===== src/rtl/program_counter_unit.sv =====
// rtl/program_counter_unit.sv - fetch-stage program counter with return-address stack
// Supports SEQ, BRANCH, JUMP, CALL, RET and VECTOR ops, with a sticky stack error flag.
module program_counter_unit #(
   parameter int unsigned     N            = 16,
   parameter int unsigned     STEP         = 1,
   parameter logic [N-1:0]    RESET_VECTOR = '0,
   parameter int unsigned     DEPTH        = 4,
   localparam int unsigned    CW           = $clog2(DEPTH + 1)
) (
   input  logic          Clock,
   input  logic          Reset_n,
   input  logic          PC_write_data,
   input  logic [2:0]    PC_op,
   input  logic [N-1:0]  PC_target,
   input  logic [N-1:0]  PC_offset,
   output logic [N-1:0]  PC_out,
   output logic [N-1:0]  PC_seq,
   output logic [CW-1:0] Stack_count,
   output logic          Stack_full,
   output logic          Stack_empty,
   output logic          Stack_error
);

   localparam int unsigned AW     = (DEPTH > 1) ? $clog2(DEPTH) : 1;
   localparam logic [N-1:0]  STEP_N = N'(STEP);
   localparam logic [CW-1:0] ONE    = CW'(1);
   localparam logic [CW-1:0] FULL   = CW'(DEPTH);

   localparam logic [2:0] OP_SEQ    = 3'b000;
   localparam logic [2:0] OP_BRANCH = 3'b001;
   localparam logic [2:0] OP_JUMP   = 3'b010;
   localparam logic [2:0] OP_CALL   = 3'b011;
   localparam logic [2:0] OP_RET    = 3'b100;
   localparam logic [2:0] OP_VECTOR = 3'b101;

   logic [N-1:0]  r_pc;
   logic [CW-1:0] r_count;
   logic          r_error;
   logic [N-1:0]  r_stack [2**AW];

   logic [N-1:0]  w_pc_nxt;
   logic [CW-1:0] w_count_nxt;
   logic          w_error_nxt;
   logic          w_push;
   logic          w_full;
   logic          w_empty;
   logic [AW-1:0] w_push_idx;
   logic [AW-1:0] w_top_idx;
   logic [N-1:0]  w_seq;

   assign w_seq      = r_pc + STEP_N;
   assign w_full     = (r_count == FULL);
   assign w_empty    = (r_count == '0);
   assign w_push_idx = r_count[AW-1:0];
   assign w_top_idx  = AW'(r_count - ONE);

   always_comb begin
      w_pc_nxt    = r_pc;
      w_count_nxt = r_count;
      w_error_nxt = r_error;
      w_push      = 1'b0;
      if (PC_write_data) begin
         case (PC_op)
            OP_SEQ:    w_pc_nxt = w_seq;
            OP_BRANCH: w_pc_nxt = r_pc + PC_offset;
            OP_JUMP:   w_pc_nxt = PC_target;
            OP_CALL: begin
               w_pc_nxt = PC_target;
               if (w_full) begin
                  w_error_nxt = 1'b1;
               end else begin
                  w_push      = 1'b1;
                  w_count_nxt = r_count + ONE;
               end
            end
            OP_RET: begin
               if (w_empty) begin
                  // Underflow falls through to the next sequential instruction
                  w_pc_nxt    = w_seq;
                  w_error_nxt = 1'b1;
               end else begin
                  w_pc_nxt    = r_stack[w_top_idx];
                  w_count_nxt = r_count - ONE;
               end
            end
            OP_VECTOR: begin
               w_pc_nxt    = RESET_VECTOR;
               w_count_nxt = '0;
               w_error_nxt = 1'b0;
            end
            default: ;
         endcase
      end
   end

   always_ff @(posedge Clock or negedge Reset_n) begin
      if (!Reset_n) begin
         r_pc    <= RESET_VECTOR;
         r_count <= '0;
         r_error <= 1'b0;
      end else begin
         r_pc    <= w_pc_nxt;
         r_count <= w_count_nxt;
         r_error <= w_error_nxt;
      end
   end

   // Stack storage needs no reset; pushes are suppressed while reset is held
   always_ff @(posedge Clock) begin
      if (w_push && Reset_n) begin
         r_stack[w_push_idx] <= w_seq;
      end
   end

   assign PC_out      = r_pc;
   assign PC_seq      = w_seq;
   assign Stack_count = r_count;
   assign Stack_full  = w_full;
   assign Stack_empty = w_empty;
   assign Stack_error = r_error;

endmodule

===== config.mk =====
export PLATFORM = sky130hd
export DESIGN_NAME = program_counter_unit
export DESIGN_NICKNAME = d
export VERILOG_FILES = /design/src/rtl/program_counter_unit.sv
export SDC_FILE = /design/constraint.sdc
export NUM_CORES = 1
export LEC_CHECK = 0
export ABC_AREA = 0
export CAP_MARGIN = 20
export CORE_MARGIN = 1
export CORE_UTILIZATION = 24
export CTS_BUF_LIST = sky130_fd_sc_hd__clkbuf_4 sky130_fd_sc_hd__clkbuf_8
export CTS_CLUSTER_SIZE = 14
export DETAILED_ROUTE_END_ITERATION = 10
export PLACE_DENSITY = 0.46
export SLEW_MARGIN = 20
export SYNTH_ARGS = -nofsm -noshare
export SYNTH_HDL_FRONTEND = slang
export SYNTH_SLANG_ARGS = --single-unit

===== constraint.sdc =====
create_clock -name Clock -period 3.73 [get_ports Clock]
set_input_delay 0.9325 -clock Clock [delete_from_list [all_inputs] [get_ports Clock]]
set_output_delay 0.9325 -clock Clock [all_outputs]
set_load 0.01 [all_outputs]

======== Word-level counts from Yosys, hierarchy flattened ========
Memory sizes are Yosys's and may differ from the RTL's.
Index checks and enable logic that the tools add are counted.
operators by class
  add/subtract/negate cells ............... 4
  $mul .................................... 0
  reductions and logical operators ........ 9
  multiplexer cells ....................... 13
  equality and inequality tests ........... 10
  magnitude comparators ................... 0
  bitwise logic cells ..................... 0
  shifts and indexed selects .............. 0
  divide/modulo/power cells ............... 0
operator list
  cell                                              count
  one-hot mux 16 bit (5 select lines)               1
  adder 16 x 1 -> 16 bit, second input constant     1
  adder 16 bit                                      1
  two-way mux 16 bit                                1
  == test 3 bit, second input constant              3
  one-hot mux 3 bit (3 select lines)                1
  inequality test 2 bit, second input constant      4
  AND reduction 4 bit                               2
  two-way mux 1 bit                                 7
  == test 3 x 2 -> 1 bit, second input constant     2
  zero test 3 bit                                   2
  two-way mux 3 bit                                 2
  nonzero test 5 bit                                1
  adder 3 x 1 -> 3 bit, second input constant       1
  == test 3 x 1 -> 1 bit, second input constant     1
  one-hot mux 1 bit (3 select lines)                1
  nonzero test 3 bit                                1
  subtractor 3 x 1 -> 3 bit, second input constant  1
  AND reduction 2 bit                               1
  OR reduction 2 bit                                1
  logical AND 1 bit                                 1
word-level totals
  memories kept ........................... 1
  RAM bits ................................ 64
  bits in latches ......................... 0
  ROM bits ................................ 0
  output and inout bits ................... 38
  word-level logic and storage cells ...... 40
  register bits after elaboration ......... 20
  input port bits ......................... 38
memory list
  name     depth  width  read ports  clocked after Yosys merged registers in  write ports  line  source
  r_stack  4      16     1           0                                        1            39    logic [N-1:0] r_stack [2**AW];

======== Longest topological paths before layout ========
  word-level depth ........................ 7
  depth in mapped cells ................... 12

======== Worst setup path after synthesis ========
No wires, ideal clock.
  path type ............................... register to register
  start point ............................. register r_count[0], in the netlist Stack_count[0]
  end point ............................... register r_pc[13], in the netlist PC_out[13]
  period minus slack after synthesis ...... 2771 ps
  path buffers ............................ 3
  setup time .............................. 126 ps
  path slack .............................. 959 ps
  data arrival time ....................... 2645 ps
  cell stages (with the launch flop) ...... 10
  cell sequence ........................... dfrtp_1 > buf_2 > buf_6 > inv_1 > ha_1 > clkbuf_1 > mux4_2 > a221oi_1 > a22oi_1 > a311o_1
between the ends
  cells in the longest elaborated chain, start to end .. 4
  elaborated cells on any way between the ends .. 5
  those cells by class .................... add/sub (1); mux (2); reduce/logical (1); memory (1)
RTL lines
  item                                     line  source
  start, declared                          37    logic [CW-1:0] r_count;
  start signal, assigned                   103   r_count <= w_count_nxt;
  subtractor 3 x 1 -> 3 bit                -
  memory read (4 x 16 bit)                 -
  two-way mux 16 bit (*)                   77    if (w_empty) begin
  one-hot mux 16 bit (5 select lines) (*)  63    case (PC_op)
  end signal, assigned                     102   r_pc <= w_pc_nxt;
  end, declared                            36    logic [N-1:0] r_pc;
Every way passes the cells marked *; elsewhere a longest branch is shown, timed or not.
A chain may end at the register's enable or synchronous reset.

======== Final worst setup path ========
  start point ............................. register r_pc[7], in the netlist PC_out[7]
  end point ............................... output PC_seq[15]
between the ends
  cells in the longest elaborated chain, start to end .. 1
RTL lines
  item                    line  source
  adder 16 x 1 -> 16 bit  51    assign w_seq = r_pc + STEP_N;
  end, declared           17    output logic [N-1:0] PC_seq,
Every way passes these cells.

==> metrics <==
result of the run=finished clean; critical path class=reg -> out; most frequently used flop master after synthesis=edfxtp_1; wire length of the first global-routing pass=about 22000 um; CTS tree=done; slowest library cell on the worst path=clkdlybuf4s50_1; via count of the first global-routing pass=3877; Crit path largest cell delay=590 ps; startpoint of the tightest hold check path=Stack_error; CP arrival=roughly 2700 ps; DP Cell Count=755; count of final max-slew check failures=0; Post-Syn Area=about 0.005 mm^2; H-Tree Level Count=3; Max Clock Freq=~280 MHz; average size of a mapped cell=11.7 um^2; final RePlAce weighted congestion=0.864; Detailed Routing Iterations Pass 1=4; initial cell density of the core=0.248; Die Area=0.0210 mm^2; die height=145 um; # DRC=0; final-report hold violation count=0; clock latency on the worst-skew pair=360 ps; sequential-to-total area share from yosys stat=0.493; initial antenna violation count=0; Mapped Nets=479; post-route setup TNS=0 ps; CTS buffer count=9; via count of the routed design=3747; kind of launch point of the worst setup path=flop; tightest slew margin relative to the limit=0.561; CTS Root Buffer Type=clkbuf_8; I/O pin cnt=76; total routing resource utilization after global routing=0.135; most common library cell in the layout ignoring fill and taps=clkdlybuf4s50_1; Post-DRT Antenna Nets=0; core area=0.0198 mm^2; count of buffers from port buffering=75; Die X=145 um; starting DRC count in detailed routing=261; Worst Setup Slack post-DPL=297 ps; power density over the cells=between 600 and 700 mW/mm^2; HPWL reported at the end of detailed placement=10400 um; max-capacitance violation count=0; clock slew seen by the registers of the worst setup and hold paths=100 ps; Final nets=563; source of the worst register-to-register timing path=Stack_count[1]; Warnings, synthesis=0; Min Clock Period, post-route=between 3000 and 4000 ps; share of async-settable or async-resettable flops after synthesis=0.238; Post-Route Skew=10.7 ps; number of cells produced by synthesis=418; setup slack after layout=about 110 ps; utilization of the core after routing=0.318; number of standard cells in the layout, taps in and fillers out=772; commonest cells after routing, fill and taps aside=clkdlybuf4s50_1 (75), edfxtp_1 (64), a21oi_1 (34); flip-flop and latch count after synthesis=84; Setup-failing EPs final=0; antenna diode count=0; count of flip-flops with a built-in enable after synthesis=64; P&R area growth vs syn=28.0%; transition time at the pin with the least slew margin=659 ps; overall power after layout=roughly 3800 uW; critical path endpoint category=output port; largest net degree at the start of global routing=21; maximum fanout encountered on the critical timing path=10; detailed-route wire length per cell=18.3 um; number of placement rows=~50; total detailed-routing wirelength=~14000 um; vias per cell=4.85; Crit. Startpoint=PC_out[7]; CTS Buffer Depth=2; number of distinct library cells after synthesis=63; total gr overflow=0; IR drop worst, VDD=0.178 mV; cells along the critical path=nand4_1, nor3_2, nand3_1, nor2_2, xor2_2, clkdlybuf4s50_1; final worst path period share=0.969; layout cells sized above 1=0.150; leakage power of the design=0.00221 uW; hold crit path type=reg -> reg; TritonCTS Sinks=84; Worst Path Required=2800 ps
-- report_power, final --
part,switching [uW],total (uW),internal (uW)
clock,366,689,323
combinational,943,1790,848
sequential,136,1290,1160
-- final cells by class --
cell class	instances	area, um^2
Multi-Input combinational cell	293	2340
Fill cell	2024	13500
Sequential cell	84	2430
Inverter	17	63.8
Tap cell	265	332
Clock inverter	7	82.6
Timing Repair Buffer	97	916
Clock buffer	9	124
-- cells in the mapped netlist, types with 8 or more instances --
cell type	n	area, um^2
o21ai_0	21	105
mux4_2	15	338
edfxtp_1	64	1920
a31oi_1	8	50.1
nand2_1	28	105
inv_1	17	63.8
xnor2_1	17	149
dfrtp_1	20	500
a221oi_1	10	87.6
clkbuf_1	11	41.3
nand3_1	14	70.1
a21oi_1	34	170
nor3_1	8	40.0
ha_1	22	275
nor2_1	25	93.8
-- through the flow --
step / hold WS (ps) / area [um^2]
floorplan: 548 / 4910
global placement: 517 / 5980
detailed placement: 518 / 5980
CTS: 548 / 6200
global route: 562 / 6280
finish: 553 / 6280
-- cells by family (layout without fill, tap and decap cells) --
group                      Yosys count  count (layout)  share of synthesized area
AOI/OAI and AO/OA                  123             123                      0.169
xor gates and xnor gates            23              23                     0.0410
adders and majority gates           23              23                     0.0602
buffers and inverters               41             130                     0.0482
DFF                                 84              84                      0.493
muxes                               17              17                     0.0762
and+or+nand+nor                    107             107                      0.112
-- registers in the layout, summed over array words and instances, names as in the netlist --
register     count
r_stack         64
PC_out          16
Stack_error      1
Stack_count      3
-- worst paths after layout --
check | slack (ps) | cells after the start | endpoint
setup / recovery | 110 | 6 | PC_seq[15]
hold / removal | 550 | 2 | Stack_error
setup reg to reg | 1230 | 8 | PC_out[14]
hold reg to reg | 550 | 2 | Stack_error
max in group asynchronous | 2370 | 2 | PC_out[7]
min in group asynchronous | 1090 | 2 | Stack_error
-- worst max-delay path: cells and delay by family, from the launching register on --
family / cells / cell delay [ps]
xor+xnor: 1 / 250
buf+inv: 1 / 590
flops: 1 / 470
simple gates: 4 / 1020
-- what timing repair did --
action / CTS / global route
buffers inserted: 0 / 1
gates resized for setup: 2 / 14
hold buffers: 0 / 0
pin swaps: 0 / 1
setup endpoints to repair: 2 / 5
-- routing by layer --
layer | global-route usage | routed length [um]
met2 | 0.227 | 6940
met4 | 0.0447 | 142
met1 | 0.176 | 6490
met5 | 0 | 0
met3 | 0.0230 | 515
(Power assumes the default switching activity.)
